**config.mk**
```make
export PLATFORM = sky130hd
export DESIGN_NAME = mem_access_ctrl
export DESIGN_NICKNAME = d
export VERILOG_FILES = /design/src/rtl/mem_access_ctrl_pkg.sv /design/src/rtl/mem_wait_timer.sv /design/src/rtl/mem_access_ctrl.sv
export SDC_FILE = /design/constraint.sdc
export NUM_CORES = 1
export LEC_CHECK = 0
export CORE_ASPECT_RATIO = 1.2
export CORE_MARGIN = 4
export CORE_UTILIZATION = 36
export CTS_BUF_LIST = sky130_fd_sc_hd__clkbuf_8 sky130_fd_sc_hd__clkbuf_16
export CTS_CLUSTER_DIAMETER = 150
export DETAILED_ROUTE_END_ITERATION = 8
export PLACE_DENSITY = 0.72
export SYNTH_ARGS = -nofsm -noshare
export SYNTH_HDL_FRONTEND = slang
export SYNTH_SLANG_ARGS = --single-unit
```
**constraint.sdc**
```tcl
create_clock -name clk -period 1.9 [get_ports clk]
set_clock_uncertainty 0.2 [all_clocks]
set_input_delay 0.285 -clock clk [delete_from_list [all_inputs] [get_ports clk]]
set_output_delay 0.285 -clock clk [all_outputs]
set_load 0.03 [all_outputs]
```
**src/rtl/mem_access_ctrl_pkg.sv**
```systemverilog
// Purpose: shared state encoding and default sizes for the memory-access sequencer.
// Contents: state_t (IDLE/RD/WR/DONE/ABORT, 3 bits), DW/TIMEOUT/TW defaults.
// No ports; imported by mem_access_ctrl and mem_wait_timer.
package mem_access_ctrl_pkg;

   localparam int DW_DEF      = 16;
   localparam int TIMEOUT_DEF = 15;
   localparam int TW_DEF      = 4;

   typedef enum logic [2:0] {
      S_IDLE  = 3'd0,
      S_RD    = 3'd1,
      S_WR    = 3'd2,
      S_DONE  = 3'd3,
      S_ABORT = 3'd4
   } state_t;

endpackage

```
**src/rtl/mem_wait_timer.sv**
```systemverilog
// Purpose: counts bus-cycle wait states and flags when the ack window has expired.
// Ports: clk/clr (async active-high), run (access in progress), load0 (access starting),
//        expired (count has reached TIMEOUT).
module mem_wait_timer
   import mem_access_ctrl_pkg::*;
#(
   parameter int TW      = TW_DEF,
   parameter int TIMEOUT = TIMEOUT_DEF
) (
   input  logic clk,
   input  logic clr,
   input  logic run,
   input  logic load0,
   output logic expired
);

   logic [TW-1:0] cnt_q;

   // Held at zero outside an access so every access starts from a clean count.
   always_ff @(posedge clk or posedge clr) begin
      if (clr) begin
         cnt_q <= '0;
      end else if (load0 || !run) begin
         cnt_q <= '0;
      end else begin
         cnt_q <= cnt_q + TW'(1);
      end
   end

   assign expired = (cnt_q == TW'(TIMEOUT));

endmodule

```
**src/rtl/mem_access_ctrl.sv**
```systemverilog
// Purpose: runs one read or write bus cycle per request from MAR/MDR, with ack/timeout.
// Ports: rd_req/wr_req/ifetch request; mar_q/mdr_q/isr_q from the register block;
//        mem_* bus side; mmd_out/mis_out load values back; busy/done/err status, err_clr.
module mem_access_ctrl
   import mem_access_ctrl_pkg::*;
#(
   parameter int DW      = DW_DEF,
   parameter int TIMEOUT = TIMEOUT_DEF,
   parameter int TW      = TW_DEF
) (
   input  logic          clk,
   input  logic          clr,
   input  logic          rd_req,
   input  logic          wr_req,
   input  logic          ifetch,
   input  logic [DW-1:0] mar_q,
   input  logic [DW-1:0] mdr_q,
   input  logic [DW-1:0] isr_q,
   output logic [DW-1:0] mem_addr,
   output logic [DW-1:0] mem_wdata,
   output logic          mem_re,
   output logic          mem_we,
   input  logic [DW-1:0] mem_rdata,
   input  logic          mem_ack,
   output logic [DW-1:0] mmd_out,
   output logic [DW-1:0] mis_out,
   output logic          busy,
   output logic          done,
   output logic          err,
   input  logic          err_clr
);

   state_t        state_q;
   logic [DW-1:0] addr_q;
   logic [DW-1:0] wdata_q;
   logic [DW-1:0] rdata_q;
   logic          tgt_q;     // 1: read result goes to ISR, 0: to MDR
   logic          is_rd_q;   // current/finished access was a read
   logic          err_q;
   logic          expired;
   logic          run;
   logic          load0;
   logic          rd_fill;

   assign run   = (state_q == S_RD) || (state_q == S_WR);
   assign load0 = (state_q == S_IDLE) && (rd_req ^ wr_req);

   mem_wait_timer #(
      .TW      (TW),
      .TIMEOUT (TIMEOUT)
   ) u_timer (
      .clk     (clk),
      .clr     (clr),
      .run     (run),
      .load0   (load0),
      .expired (expired)
   );

   always_ff @(posedge clk or posedge clr) begin
      if (clr) begin
         state_q <= S_IDLE;
         addr_q  <= '0;
         wdata_q <= '0;
         rdata_q <= '0;
         tgt_q   <= 1'b0;
         is_rd_q <= 1'b0;
         err_q   <= 1'b0;
      end else begin
         // A set later in this block overrides the clear, so a new abort wins.
         if (err_clr) begin
            err_q <= 1'b0;
         end
         case (state_q)
            S_IDLE: begin
               if (rd_req && wr_req) begin
                  state_q <= S_ABORT;
                  is_rd_q <= 1'b0;
                  err_q   <= 1'b1;
               end else if (rd_req) begin
                  state_q <= S_RD;
                  addr_q  <= mar_q;
                  tgt_q   <= ifetch;
                  is_rd_q <= 1'b1;
               end else if (wr_req) begin
                  state_q <= S_WR;
                  addr_q  <= mar_q;
                  wdata_q <= mdr_q;
                  is_rd_q <= 1'b0;
               end
            end
            S_RD, S_WR: begin
               // Ack is checked first so a last-moment ack still completes.
               if (mem_ack) begin
                  state_q <= S_DONE;
                  if (state_q == S_RD) begin
                     rdata_q <= mem_rdata;
                  end
               end else if (expired) begin
                  state_q <= S_ABORT;
                  err_q   <= 1'b1;
               end
            end
            default: begin
               state_q <= S_IDLE;
            end
         endcase
      end
   end

   assign rd_fill   = (state_q == S_DONE) && is_rd_q;
   assign mem_re    = (state_q == S_RD);
   assign mem_we    = (state_q == S_WR);
   assign mem_addr  = addr_q;
   assign mem_wdata = wdata_q;
   assign busy      = (state_q != S_IDLE);
   assign done      = (state_q == S_DONE) || (state_q == S_ABORT);
   assign err       = err_q;
   // mmd_out is ORed downstream, so it must be exactly zero when not loading.
   assign mmd_out   = (rd_fill && !tgt_q) ? rdata_q : '0;
   assign mis_out   = (rd_fill &&  tgt_q) ? rdata_q : isr_q;

endmodule
```
# == Word-level counts from Yosys, hierarchy flattened ==
# Cells that the tools add are included.
# totals
word_cells,59
output_inout_bits,69
in_bits,71
reg_bits,58
# classes
n_reduce_logical,21
n_eq_ne,7
n_addsub,1
muxes,19
bitwise,3
# ops
operator,n
16-bit 2-to-1 mux,4
3-bit 2-to-1 mux,5
3-bit AND reduction,3
1-bit 2-to-1 mux,7
3-bit by 2-bit == test with 1-bit output (second input constant),2
3-bit one-hot mux with 2 select lines,1
3-bit nonzero test,2
1-bit logical AND,5
4-bit by 1-bit adder with 4-bit output (second input constant),1
4-bit == test (second input constant),1
4-bit 2-to-1 mux,1
4-bit by 3-bit != test with 1-bit output (second input constant),1
2-bit AND reduction,2
4-bit AND reduction,1
3-bit by 1-bit == test with 1-bit output (second input constant),1
3-bit == test (second input constant),1
3-bit zero test,1
1-bit logical OR,3
3-bit != test (second input constant),1
1-bit zero test,2
1-bit inverter,2
1-bit one-hot mux with 2 select lines,1
2-bit nonzero test,1
2-bit OR reduction,1
1-bit bitwise XOR,1

# == Longest topological paths before layout ==
# Gate-level depths: netlist of run 1.
# depth
depth_word,5
mapped_depth,7

# == By module ==
# Synthesis of run 1 repeated with hierarchy kept, for this count alone.
# unflattened
hier_cells,208
area_unflattened_um2,2788.9
# by_module_without_submodules
module,n_inst,seq_area_each_um2,cells_each,area_per_inst_um2
mem_access_ctrl,1,1351.3,191,2603.7
mem_wait_timer,1,100.1,17,185.2

# == Least setup slack after synthesis of run 1 ==
# Ideal clock, no wire load.
# synth_path
path_kind,flip-flop to output port
start,register state_q[0]
end,output port mmd_out[10]
path_slack_ns,-0.022
n_path_buf,2
arrival_ns,1.437
path_stages_with_launch,7
required_ns,1.415
cell_sequence,dfrtp_1 -> buf_6 -> nor2b_4 -> nand3_1 -> nor2_1 -> clkbuf_1 -> and2_1
# synth_via
elab_chain_cells,4
# synth_lines
element,line_no,source
start: declaration,mem_access_ctrl.sv:33,state_t state_q;
start signal: assignment,mem_access_ctrl.sv:61,state_q <= S_IDLE;
start signal: assignment,mem_access_ctrl.sv:76,state_q <= S_ABORT;
start signal: assignment,mem_access_ctrl.sv:80,state_q <= S_RD;
3-bit by 2-bit == test with 1-bit output,mem_access_ctrl.sv:110,assign rd_fill = (state_q == S_DONE) && is_rd_q;
1-bit logical AND,mem_access_ctrl.sv:110,
1-bit logical AND,mem_access_ctrl.sv:119,assign mmd_out = (rd_fill && !tgt_q) ? rdata_q : '0;
16-bit 2-to-1 mux,mem_access_ctrl.sv:119,
end: declaration,mem_access_ctrl.sv:25,"output logic [DW-1:0] mmd_out,"
# No other way between the ends.

# == Final worst setup path of run 1 ==
# layout_path
start,register state_q[2]
end,output port mis_out[1]
# layout_via
elab_chain_cells,4
# layout_lines
element,line_no,source
3-bit by 2-bit == test with 1-bit output,mem_access_ctrl.sv:110,
1-bit logical AND,mem_access_ctrl.sv:110,
1-bit logical AND,mem_access_ctrl.sv:120,assign mis_out = (rd_fill && tgt_q) ? rdata_q : isr_q;
16-bit 2-to-1 mux,mem_access_ctrl.sv:120,
end: declaration,mem_access_ctrl.sv:26,"output logic [DW-1:0] mis_out,"
# No other way between the ends.

==> results.md, run 1 <==
- Result of the run: complete, but fails checks
- Violations in the final reports: negative setup slack
- Final total negative setup slack: -11.49 ns
- Relative slew slack: between 70% and 80%
- Number of nets with antenna violations after detailed routing: 0
- Number of violations reported at the end of detailed-routing iteration 0: 47
- Dpl hpwl: 5180 um
- Proportion of power drawn by the clock network: between 10% and 20%
- Width of the chip: between 80 and 90 um
- Synth Area in Simple Gates: roughly a tenth
- Most common cell in the netlist: sky130_fd_sc_hd__dfrtp_1
- Number of input and output port buffers inserted: around 140
- Part of the total power dissipated in sequential elements: around 31%
- CP Max Fanout: 16
- Clock root buffer: sky130_fd_sc_hd__clkbuf_8
- Antenna diode instance count: 0
- Largest area contributor in the synthesized netlist: sky130_fd_sc_hd__dfrtp_1
- Leading cell types by total area after synthesis: sky130_fd_sc_hd__dfrtp_1, sky130_fd_sc_hd__mux2_2, sky130_fd_sc_hd__mux2_4, sky130_fd_sc_hd__and2_1, sky130_fd_sc_hd__mux2_1
- CTS Buffer Depth: 2
- Initial antenna violation count: 0
- Warning count from the yosys run: 0
- Share of flip-flops with an asynchronous set or reset after synthesis: 100%
- Total clock buffers created by CTS: 9
- Power density over the cells: ~1500 nW/um^2
- Sequential element share of the synthesized area: between 50% and 60%
- Net Sw Frac: between 30% and 40%
- Crit path arrival time: 1.63 ns
- Class of the most critical hold timing path: input pin to asynchronous set/reset pin
- Number of global-route vias before repair: 2,298
- Synth Area in XOR/XNOR: 1.20%
- Number of nets in the layout: 449
- Residual DRC: 0
- CTS clock-pin slew for the worst setup and hold paths: 0.07 ns
- Synthesized area per cell: about 14 sq um
- Num Clock Sinks: slightly below 60
- Period Utilization, post-route: 111%
- Max Slew Vio Count: 0
- Global-route wire length before repair: roughly 11,000 um
- Hold Worst Slack: approximately 0.21 ns
- Total placed instance area: around 4300 sq um
- Source-to-sink clock delay at the later pin of the worst-skew pair: 0.32 ns
- Proportion of synthesized area in mux cells: approximately 29%
- Dominant combinational cell family by area after synthesis: multiplexers
- Seq cells post-synth: 58
- Share of the synthesized area in the top cell type: between 50% and 60%
- Synth Area in Compound Gates: 2.36%
- WS Path Type: flop to output port
- H-tree level count: 3
- Required time of the critical path: 1.41 ns
- Total wire length after detailed routing: 7600 um
- Layout cells sized above 1: about half
- Adder-cell share of the synthesized area: around 1.8%
- I/O pin count: 140
- Number of distinct library cells after synthesis: 37
- Area delta synth->final: 75.8%
- CTS tree: yes
- Number of standard cells after synthesis: 200
- Comb pwr share: 55.6%
- Max cap viols: 0
- Maximum clock frequency: 473 MHz
- Switching pwr: approximately 2.7 mW
- Nature of the critical path endpoint: output port
- Static leakage power: roughly 2.2 nW
- Final setup slack of the worst path: -0.215 ns
- Routed vias: around 2.2k
- Pin count of the biggest net entering global routing: between 50 and 60
- DR vias/cell: 4.75
- Count of flip-flops with a built-in enable after synthesis: 0
- Routed wire per std cell: around 16 um
- Setup repair after global routing missed its margin: yes
- Most instantiated flip-flop cell in the synthesis netlist: sky130_fd_sc_hd__dfrtp_1
- Die height: 105 um
- Total die area: 9280 sq um
- Core Footprint: 7620 sq um
- Netlist area before placement: 2810 sq um
- Pin slew with the least headroom to its limit: between 0.3 and 0.4 ns
- Global route overflow: 0
- Post-Synthesis Net Count: 275
- Initial cell density of the core: ~37%
- Launching element type of the critical path: flop
- Row Count: 35
- Max VDD drop: a little over 0.0009 V
- Final setup fails: 74
- RePlAce Congestion: roughly 0.74
- Final instance area: about 5000 sq um
- Internal power of the cells: between 4 and 5 mW
- All-layer global routing usage: around 15%
- Post-route minimum period: 2.11 ns
- Number of search-and-repair iterations in the first detailed-routing pass: 4
- Final Hold Violating Endpoints: 0
- Leading cell types by count after synthesis: sky130_fd_sc_hd__dfrtp_1, sky130_fd_sc_hd__mux2_2, sky130_fd_sc_hd__and2_1
[layout by cell type, fill, tap and decap left out, types with 2 or more instances in the layout]
master | synthesis | layout
sky130_fd_sc_hd__clkdlybuf4s50_1 | 0 | 103
sky130_fd_sc_hd__dfrtp_1 | 58 | 56
sky130_fd_sc_hd__buf_6 | 6 | 40
sky130_fd_sc_hd__mux2_2 | 49 | 38
sky130_fd_sc_hd__mux2_4 | 10 | 28
sky130_fd_sc_hd__buf_4 | 2 | 22
sky130_fd_sc_hd__and2_4 | 1 | 11
sky130_fd_sc_hd__clkbuf_8 | 0 | 10
sky130_fd_sc_hd__and2_2 | 0 | 8
sky130_fd_sc_hd__nor2_1 | 9 | 6
sky130_fd_sc_hd__inv_1 | 5 | 4
sky130_fd_sc_hd__ha_1 | 4 | 4
sky130_fd_sc_hd__buf_12 | 0 | 4
sky130_fd_sc_hd__nand2_1 | 4 | 3
sky130_fd_sc_hd__clkinv_2 | 0 | 3
sky130_fd_sc_hd__mux2_1 | 9 | 2
sky130_fd_sc_hd__nor2_4 | 0 | 2
sky130_fd_sc_hd__clkinvlp_4 | 0 | 2
sky130_fd_sc_hd__dfrtp_2 | 0 | 2
[through the flow]
stage                     total power, mW  util, %  std cells  setup slack (ns)
after floorplan                      4.28        -        200            0.0146
final                                7.18     64.8        470            -0.215
after global placement               5.58     56.9        439            -0.216
after CTS                            6.82     62.1        460            -0.243
after global routing                 7.56     64.8        470            -0.293
after detailed placement             5.65     56.9        439            -0.291
[routing by layer]
layer | vias to the layer above | track usage, % | wire (um)
met3 | 9 | 4.89 | 598
met2 | 90 | 26.6 | 4120
met1 | 1094 | 16.8 | 2810
met4 | 0 | 5.83 | 80
met5 | - | 0 | 0
li1 | 1041 | - | -
[repair_timing]
action                     in CTS  in global routing
pin swaps                       1                 11
setup endpoints to repair      34                 85
gates cloned                    1                  2
hold endpoints to repair        0                  0
resized for setup              55                 32
hold buffers                    0                  0
buffers inserted                5                  8
[area by class of cell]
class	count	area, sq um
Fill cell	598	2680
Timing Repair Buffer	172	1780
Sequential cell	58	1450
Multi-Input combinational cell	128	1400
Clock buffer	10	138
Tap cell	92	115
Clock inverter	5	31.3
Inverter	5	22.5
[critical path: stages (launching register included)]
cell and delay, ns:
sky130_fd_sc_hd__dfrtp_2 0.43, sky130_fd_sc_hd__nor2b_4 0.13, sky130_fd_sc_hd__nand4_2 0.13, sky130_fd_sc_hd__buf_12 0.18, sky130_fd_sc_hd__mux2_2 0.29, sky130_fd_sc_hd__buf_6 0.14
[power groups by stage]
stage	Sequential (mW)	Combinational [mW]	Clock [mW]
after global placement	2.19	3.40	0
after CTS	2.20	3.61	1.01
after global routing	2.29	4.20	1.07
after detailed placement	2.21	3.44	0
after floorplan	2.84	1.44	0
final	2.21	3.99	0.976
[cell families after synthesis]
logic type,count (synthesis)
flip-flops,58
multiplexers,68
AND/OR/NAND/NOR,45
adder cells (fa/ha/maj),4
buffers and inverters,15
XOR/XNOR,3
AO/OA/AOI/OAI,7
[state kept, by name (all words and copies together), names as in the netlist]
register	flops
mem_wdata	16
err	1
rdata_q	16
u_timer.cnt_q	4
state_q	3
is_rd_q	1
tgt_q	1
mem_addr	16
[worst paths after layout]
path | slack, ns | from | depth (start not counted) | end
setup / recovery | -0.21 | state_q[2] | 5 | mis_out[1]
setup reg to reg | -0.18 | state_q[2] | 7 | mem_wdata[3]
max in group asynchronous | 1.02 | clr | 3 | state_q[2]
hold / removal | 0.21 | clr | 3 | rdata_q[14]
hold reg to reg | 0.26 | u_timer.cnt_q[0] | 1 | u_timer.cnt_q[0]
min in group clk | 0.26 | u_timer.cnt_q[0] | 1 | u_timer.cnt_q[0]
Power figures use the tool's default switching activity.
==> inputs of run 2 (changes only) <==
--- a/config.mk
+++ b/config.mk
@@ -11,6 +11,7 @@
 export CTS_BUF_LIST = sky130_fd_sc_hd__clkbuf_8 sky130_fd_sc_hd__clkbuf_16
 export CTS_CLUSTER_DIAMETER = 150
 export DETAILED_ROUTE_END_ITERATION = 8
+export MAX_ROUTING_LAYER = met4
 export PLACE_DENSITY = 0.72
 export SYNTH_ARGS = -nofsm -noshare
 export SYNTH_HDL_FRONTEND = slang
==> run 2 against run 1 <==
Compared with the run above: the flow still finishes with violations (negative setup slack); core utilization is the same; sequential cell count is the same; clock power is essentially flat.
==> results.md, run 2 (synthesis gave the netlist of run 1 again) <==
- Cell type of the slowest stage on the worst timing path: sky130_fd_sc_hd__dfrtp_2
- Relative slew slack: ~77%
- Worst path max stage delay: approximately 0.43 ns
- Static leakage power: approximately 2.2 nW
- Number of search-and-repair iterations in the first detailed-routing pass: 4
- Power density over the cells: about 1500 nW/um^2
- Max VDD drop: 0.000925 V
- Global-route wire length before repair: around 11,000 um
- Number of nets with antenna violations after detailed routing: 0
- Num Clock Sinks: a little under 60
- Final total negative setup slack: -11.46 ns
- Width of the chip: between 80 and 90 um
- Residual DRC: 0
- Hold Worst Slack: between 0.2 and 0.25 ns
- Max Slew Vio Count: 0
- DR vias/cell: approximately 4.7
- Number of nets in the layout: around 450
- Antenna diode instance count: 0
- Maximum clock frequency: ~470 MHz
- Max cap viols: 0
- Routed wire per std cell: roughly 16 um
- Pwr Total: just over 7 mW
- Result of the run: complete, but fails checks
- Total die area: roughly 9300 sq um
- CP Max Fanout: 16
- CTS tree: yes
- Period Utilization, post-route: 111%
- Final setup fails: 74
- RePlAce Congestion: roughly 0.75
- Post-route minimum period: between 2 and 2.5 ns
- Pin slew with the least headroom to its limit: around 0.34 ns
- CTS clock-pin slew for the worst setup and hold paths: ~0.07 ns
- Total wire length after detailed routing: 7600 um
- Total clock buffers created by CTS: 9
- Setup repair after global routing missed its margin: yes
- Most common cell after layout, fill and taps aside: sky130_fd_sc_hd__clkdlybuf4s50_1
- I/O pin count: 140
- Violations in the final reports: negative setup slack
- CTS Buffer Depth: 2
- Source-to-sink clock delay at the later pin of the worst-skew pair: roughly 0.32 ns
- Origin of the worst setup path: state_q[2]
- Nature of the critical path endpoint: output port
- Final Hold Violating Endpoints: 0
- Initial cell density of the core: between 30 and 40%
- All-layer global routing usage: between 10% and 20%
- Critical register-to-register path startpoint: state_q[2]
- Initial antenna violation count: 0
- Number of global-route vias before repair: roughly 2.3k
- H-tree level count: 3
- Number of input and output port buffers inserted: ~140
- Clock root buffer: sky130_fd_sc_hd__clkbuf_8
- Area delta synth->final: 75.8%
- Post-Route Utilization: 64.8%
- Required time of the critical path: 1.41 ns
- Layout cells sized above 1: 49.5%
- Global route overflow: 0
- Die height: ~100 um
- WS Path Type: flop to output port
- Final setup slack of the worst path: -0.215 ns
- Core Footprint: 7620 sq um
- Highest-count cells in the layout ignoring fill and taps: sky130_fd_sc_hd__clkdlybuf4s50_1, sky130_fd_sc_hd__dfrtp_1, sky130_fd_sc_hd__buf_6
- Crit path arrival time: between 1.5 and 2 ns
- Pin count of the biggest net entering global routing: 59
- Number of violations reported at the end of detailed-routing iteration 0: 36
- Row Count: 35
- Class of the most critical hold timing path: input pin to asynchronous set/reset pin
- Dpl hpwl: 5180 um
- Launching element type of the critical path: flop
- Routed vias: approximately 2.2k
- Crit path cell chain: nor2b_4, nand4_2, buf_12, mux2_2, buf_6
[run 2: cell counts in the layout (fill, tap and decap cells not counted)]
No cell type changed its count.
[run 2: per-stage QoR]
step	setup slack (ns)	cells	instance area, sq um
final	-0.215	470	4940
after global routing	-0.293	470	4940
after detailed placement	-0.291	439	4340
after global placement	-0.216	439	4340
after CTS	-0.243	460	4730
after floorplan	0.0146	200	2830
[run 2: repair_timing]
item,CTS,global route
gates resized for setup,55,32
endpoints found under the setup margin,34,85
pin swaps,1,11
hold buffers,0,0
setup buffers,5,8
gates cloned,1,2
[run 2: critical path, delay by kind of cell, from the launching register on]
kind                   cells  cell delay [ns]
buffers and inverters      2             0.32
DFF                        1             0.43
muxes                      1             0.29
and+or+nand+nor            2             0.26
[run 2: metal layers]
layer / track usage, % / routed length (um) / vias to the layer above
met3: 3.94 / 526 / 9
met5: - / 0 / -
met1: 17.3 / 2880 / 1092
li1: - / - / 1040
met2: 26.6 / 4110 / 91
met4: 5.83 / 87 / 0
[run 2: power breakdown]
part           switching [mW]  internal [mW]
Combinational            1.85           2.14
Sequential              0.379           1.83
Clock                   0.481          0.496
Total                    2.71           4.47
[run 2: path summary, 6_finish.rpt]
path	to	slack (ns)	cells past startpoint
max in group asynchronous	state_q[2]	1.02	3
worst min register to register	u_timer.cnt_q[0]	0.26	1
worst max register to register	mem_wdata[3]	-0.18	7
worst max-delay path	mis_out[1]	-0.22	5
min in group clk	u_timer.cnt_q[0]	0.26	1
worst min-delay path	rdata_q[14]	0.21	3
[run 2: layout make-up]
| cell class | instances | area, sq um |
|---|---|---|
| Clock buffer | 10 | 138 |
| Clock inverter | 5 | 31.3 |
| Fill cell | 598 | 2680 |
| Inverter | 5 | 22.5 |
| Multi-Input combinational cell | 128 | 1400 |
| Sequential cell | 58 | 1450 |
| Tap cell | 92 | 115 |
| Timing Repair Buffer | 172 | 1780 |
==> variant 1, RTL diff (flow settings as in run 2) <==
Set the package constant `DW_DEF` to 32 (it was 16).
--- a/src/rtl/mem_access_ctrl_pkg.sv
+++ b/src/rtl/mem_access_ctrl_pkg.sv
@@ -3,7 +3,7 @@
 // No ports; imported by mem_access_ctrl and mem_wait_timer.
 package mem_access_ctrl_pkg;
 
-   localparam int DW_DEF      = 16;
+   localparam int DW_DEF      = 32;
    localparam int TIMEOUT_DEF = 15;
    localparam int TW_DEF      = 4;
 
Ports: changed (8 resized); port bits go from 140 to 268. No check against the original RTL was run, so the function may have changed too.
==> variant 1 against run 2 <==
The run still ends with setup timing left; design area rose by 88%; wire length up 120%; sequential cell count is 48 higher; die area up 67%; sequential power rose by 87%; total power rose by 91%; non-clock buffer count rose by 156; worst setup slack lost 220 ps; synthesized area rose by 74%.
==> variant 1: results (changes against run 2) <==
Outcome: complete, but fails checks
Failing checks: setup timing
Synth area leaders: dfrtp_1 54%, mux2_2 22%, mux2_4 9.2%
Final std cells w/o fill: 826 (+76%)
Layout cells sized above 1: 0.444 (-0.0509)
Post-Route M1 WL: 5.95 mm (+110%)
Cell family with most CP delay: simple AND/OR/NAND/NOR gates
Leak: 4.73 nW (+110%)
Worst-path maximum fanout: 8 (-8)
Dpl hpwl: 11.4 mm (+120%)
GR Util met2: 0.359 (+0.0928)
Clock Root Buffer: clkbuf_16
Area after DPL: 8080 sq um (+86%)
Setup-failing EPs final: 164 (+120%)
Switching pwr: 5.14 mW (+90%)
Syn_nets: 473 (+72%)
# nets final: 792 (+76%)
GRT Total Usage: 0.208 (+0.0516)
Sequential fraction of the synthesis area: 0.542 (+0.0250)
Met1 Usage GRT: 0.230 (+0.0565)
Commonest cells in the netlist: 106 x dfrtp_1, 97 x mux2_2, 33 x and2_1
Met2 WL: 8.87 mm (+120%)
Worst-Margin Slew: 398 ps (+60.1 ps)
Placer Congestion: 0.798 (+7.1%)
Initial drt markers: 96 (+170%)
Pre-CTS setup slack: -465 ps (-174 ps)
Final worst setup slack: -440 ps (-225 ps)
VDD IR max: 950 uV (+2.6%)
First-pass GRT wire length: 24.0 mm (+120%)
Met3 wire length: 1.07 mm (+100%)
IO buf count: 267 (+92%)
Setup TNS Final: -37070 ps (-25610 ps)
Pin count of the biggest net entering global routing: 39 (-34%)
DR WL/cell: 19.9 um (+23%)
Synth Area per Inst: 14.7 sq um (+4.4%)
Met3 usage: 0.0416 (+0.00212)
Distinct cells, synth: 34 (-8.1%)
CP max stage cell: or4_4
Number of global-route vias before repair: 4441 (+93%)
Crit-path max cell delay: 550 ps (+120 ps)
Skew-Pair Late Insertion Delay: 350 ps (+30 ps)
[variant 1: changes by cell type after synthesis, sizes merged, moves of 2 or more]
cell,change
mux2,+62
or4,+2
a21o,+2
dfrtp,+48
buf,+3
and2,+16
nor2,-4
clkbuf,+7
[variant 1: cell type report]
cell class,count,area (sq um)
Fill cell,910,4000
Timing Repair Buffer,328,3660
Sequential cell,106,2650
Multi-Input combinational cell,202,2450
Clock buffer,10,239
Tap cell,168,210
Clock inverter,6,62.6
Inverter,6,26.3
[variant 1: worst paths after layout]
check                            startpoint          endpoint  slack, ps  depth (start not counted)
hold reg to reg            u_timer.cnt_q[0]  u_timer.cnt_q[0]        270                          1
setup / recovery                 state_q[2]      mem_wdata[2]       -440                          7
min in group clk                     rd_req        state_q[1]        220                          4
max in group asynchronous               clr       rdata_q[30]        880                          3
hold / removal                          clr  u_timer.cnt_q[2]        100                          2
setup reg to reg                 state_q[2]      mem_wdata[2]       -440                          7
[variant 1: cells by family after synthesis]
group,synth area share
simple gates,0.0746
mux,0.322
xor+xnor,0.00537
fa+ha+maj,0.0102
buf+inv,0.0353
flops,0.542
compound gates,0.0105
[variant 1: what timing repair did]
action / CTS / global route
buffers inserted: 23 / 6
gates resized for setup: 235 / 99
pin swaps: 2 / 8
endpoints found under the setup margin: 153 / 200
endpoints found under the hold margin: 0 / 0
gates cloned: 7 / 1
[variant 1: power by group through the flow]
stage	Combinational (mW)	Clock (mW)	Sequential [mW]
2_1_floorplan	2.83	0	5.38
3_3_place_gp	6.74	0	4.09
3_5_place_dp	6.86	0	4.14
4_1_cts	7.43	1.90	4.13
5_1_grt	8.10	1.98	4.28
6_report	7.73	1.86	4.14
==> variant 2, RTL diff (flow settings as in run 2) <==
Made on the original files. Encoding of `state_t`: now Gray code (3 bits for 5 states).
--- a/src/rtl/mem_access_ctrl_pkg.sv
+++ b/src/rtl/mem_access_ctrl_pkg.sv
@@ -8,11 +8,11 @@
    localparam int TW_DEF      = 4;
 
    typedef enum logic [2:0] {
-      S_IDLE  = 3'd0,
-      S_RD    = 3'd1,
-      S_WR    = 3'd2,
-      S_DONE  = 3'd3,
-      S_ABORT = 3'd4
+      S_IDLE  = 3'b000,
+      S_RD    = 3'b001,
+      S_WR    = 3'b011,
+      S_DONE  = 3'b010,
+      S_ABORT = 3'b110
    } state_t;
 
 endpackage
Check against the original RTL: no difference found for any inputs over 10 cycles, from zero or initial values; not proved beyond that.
==> variant 2 against run 2 <==
The flow still finishes with violations (setup timing); synthesized area decreased by 4.4%; synthesized cell count fell by 4.5%; design area decreased by 0.30%; total power rose by 6.6%; hold slack got worse by 99 ps; sequential cell count stayed put; count of clock-buffer cells in the layout is the same; wire length fell by 0.59%; worst setup slack worse by 28 ps.
==> variant 2: results (changes against run 2) <==
Outcome: complete, but fails checks
Failing checks: setup timing
TritonRoute pass-1 iters: 3 (-1)
Met3 usage: 0.0368 (-0.00266)
Minimum hold slack: 110 ps (-99.5 ps)
Placer Congestion: 0.696 (-6.6%)
Synth area leaders: dfrtp_1 54%, mux2_2 23%, mux2_4 5.6%
Setup-failing EPs final: 62 (-16%)
# nets final: 436 (-2.9%)
GR Util met2: 0.286 (+0.0193)
Layout cells sized above 1: 0.479 (-0.0153)
R2R setup slack: -160 ps (+20 ps)
Syn_nets: 267 (-2.9%)
Pin count of the biggest net entering global routing: 30 (-49%)
Rel. slew slack: 0.738 (-0.0354)
IO buf count: 139 (unchanged)
Initial drt markers: 60 (+67%)
Setup TNS Final: -9370 ps (+2090 ps)
CP arrival: 1660 ps (+30 ps)
GRT Total Usage: 0.168 (+0.0113)
Sequential fraction of the synthesis area: 0.541 (+0.0236)
Dpl hpwl: 5.28 mm (+2.0%)
Commonest cells in the netlist: 58 x dfrtp_1, 56 x mux2_2, 17 x and2_1
Met1 Usage GRT: 0.196 (+0.0225)
Number of global-route vias before repair: 2222 (-3.6%)
First-pass GRT wire length: 11.1 mm (-0.68%)
Final worst setup slack: -243 ps (-28.0 ps)
Overall Power: 7.65 mW (+6.6%)
Vias: 2126 (-4.7%)
Leak: 2.25 nW (+1.9%)
variant 2: logic make-up after synthesis:
family / share of synthesized area
mux: 0.291
flops: 0.541
simple gates: 0.0960
buf+inv: 0.0303
fa+ha+maj: 0.0233
compound gates: 0.0126
xor+xnor: 0.00652
variant 2: layout make-up:
class	count	area [sq um]
clock buffer	10	138
tap	90	113
sequential	58	1450
multi-input combinational	120	1350
clock inverter	6	75.1
fill	549	2350
inverter	6	28.8
timing repair buffer	165	1760
variant 2: repair_timing:
item | 4_1_cts | 5_1_grt
resized for setup | 63 | 37
cloned | 2 | 1
endpoints found under the setup margin | 51 | 84
buffers inserted | 4 | 2
pin swaps | 12 | 5
variant 2: worst paths after layout:
check                                 start               end  cells after the start
max                              state_q[1]        mis_out[9]                      5
min                                     clr        rdata_q[4]                      2
max reg2reg                      state_q[0]     mem_wdata[11]                      5
min reg2reg                u_timer.cnt_q[0]  u_timer.cnt_q[0]                      1
max in group asynchronous               clr       mem_addr[2]                      3
min in group clk           u_timer.cnt_q[0]  u_timer.cnt_q[0]                      1
variant 2: stage by stage:
stage / worst slack (ps) / cell area, sq um / instances / utilization
2_1_floorplan: -225 / 2780 / 191 / -
3_3_place_gp: -380 / 4340 / 431 / 0.596
3_5_place_dp: -404 / 4340 / 431 / 0.596
4_1_cts: -310 / 4800 / 453 / 0.659
5_1_grt: -316 / 4920 / 455 / 0.677
6_report: -243 / 4920 / 455 / 0.677
variant 2: metal layers:
layer  vias to the layer above  wire length [um]
met5                         -                 0
li1                       1003                 -
met2                        83              3900
met1                      1035              3090
met4                         0                53
met3                         5               520
variant 2: worst max-delay path: stages (launching register included):
cell	delay (ps)
dfrtp_2	420
nor3b_4	160
nand3_2	90
buf_12	160
mux2_2	360
buf_6	140
variant 2: power by group:
| group | leakage [nW] | internal (mW) | total, mW | switching (mW) |
|---|---|---|---|---|
| Combinational | 1.43 | 2.28 | 4.20 | 1.92 |
| Clock | 0.121 | 0.756 | 1.23 | 0.470 |
| Sequential | 0.699 | 1.84 | 2.22 | 0.384 |
| Total | 2.25 | 4.87 | 7.65 | 2.78 |
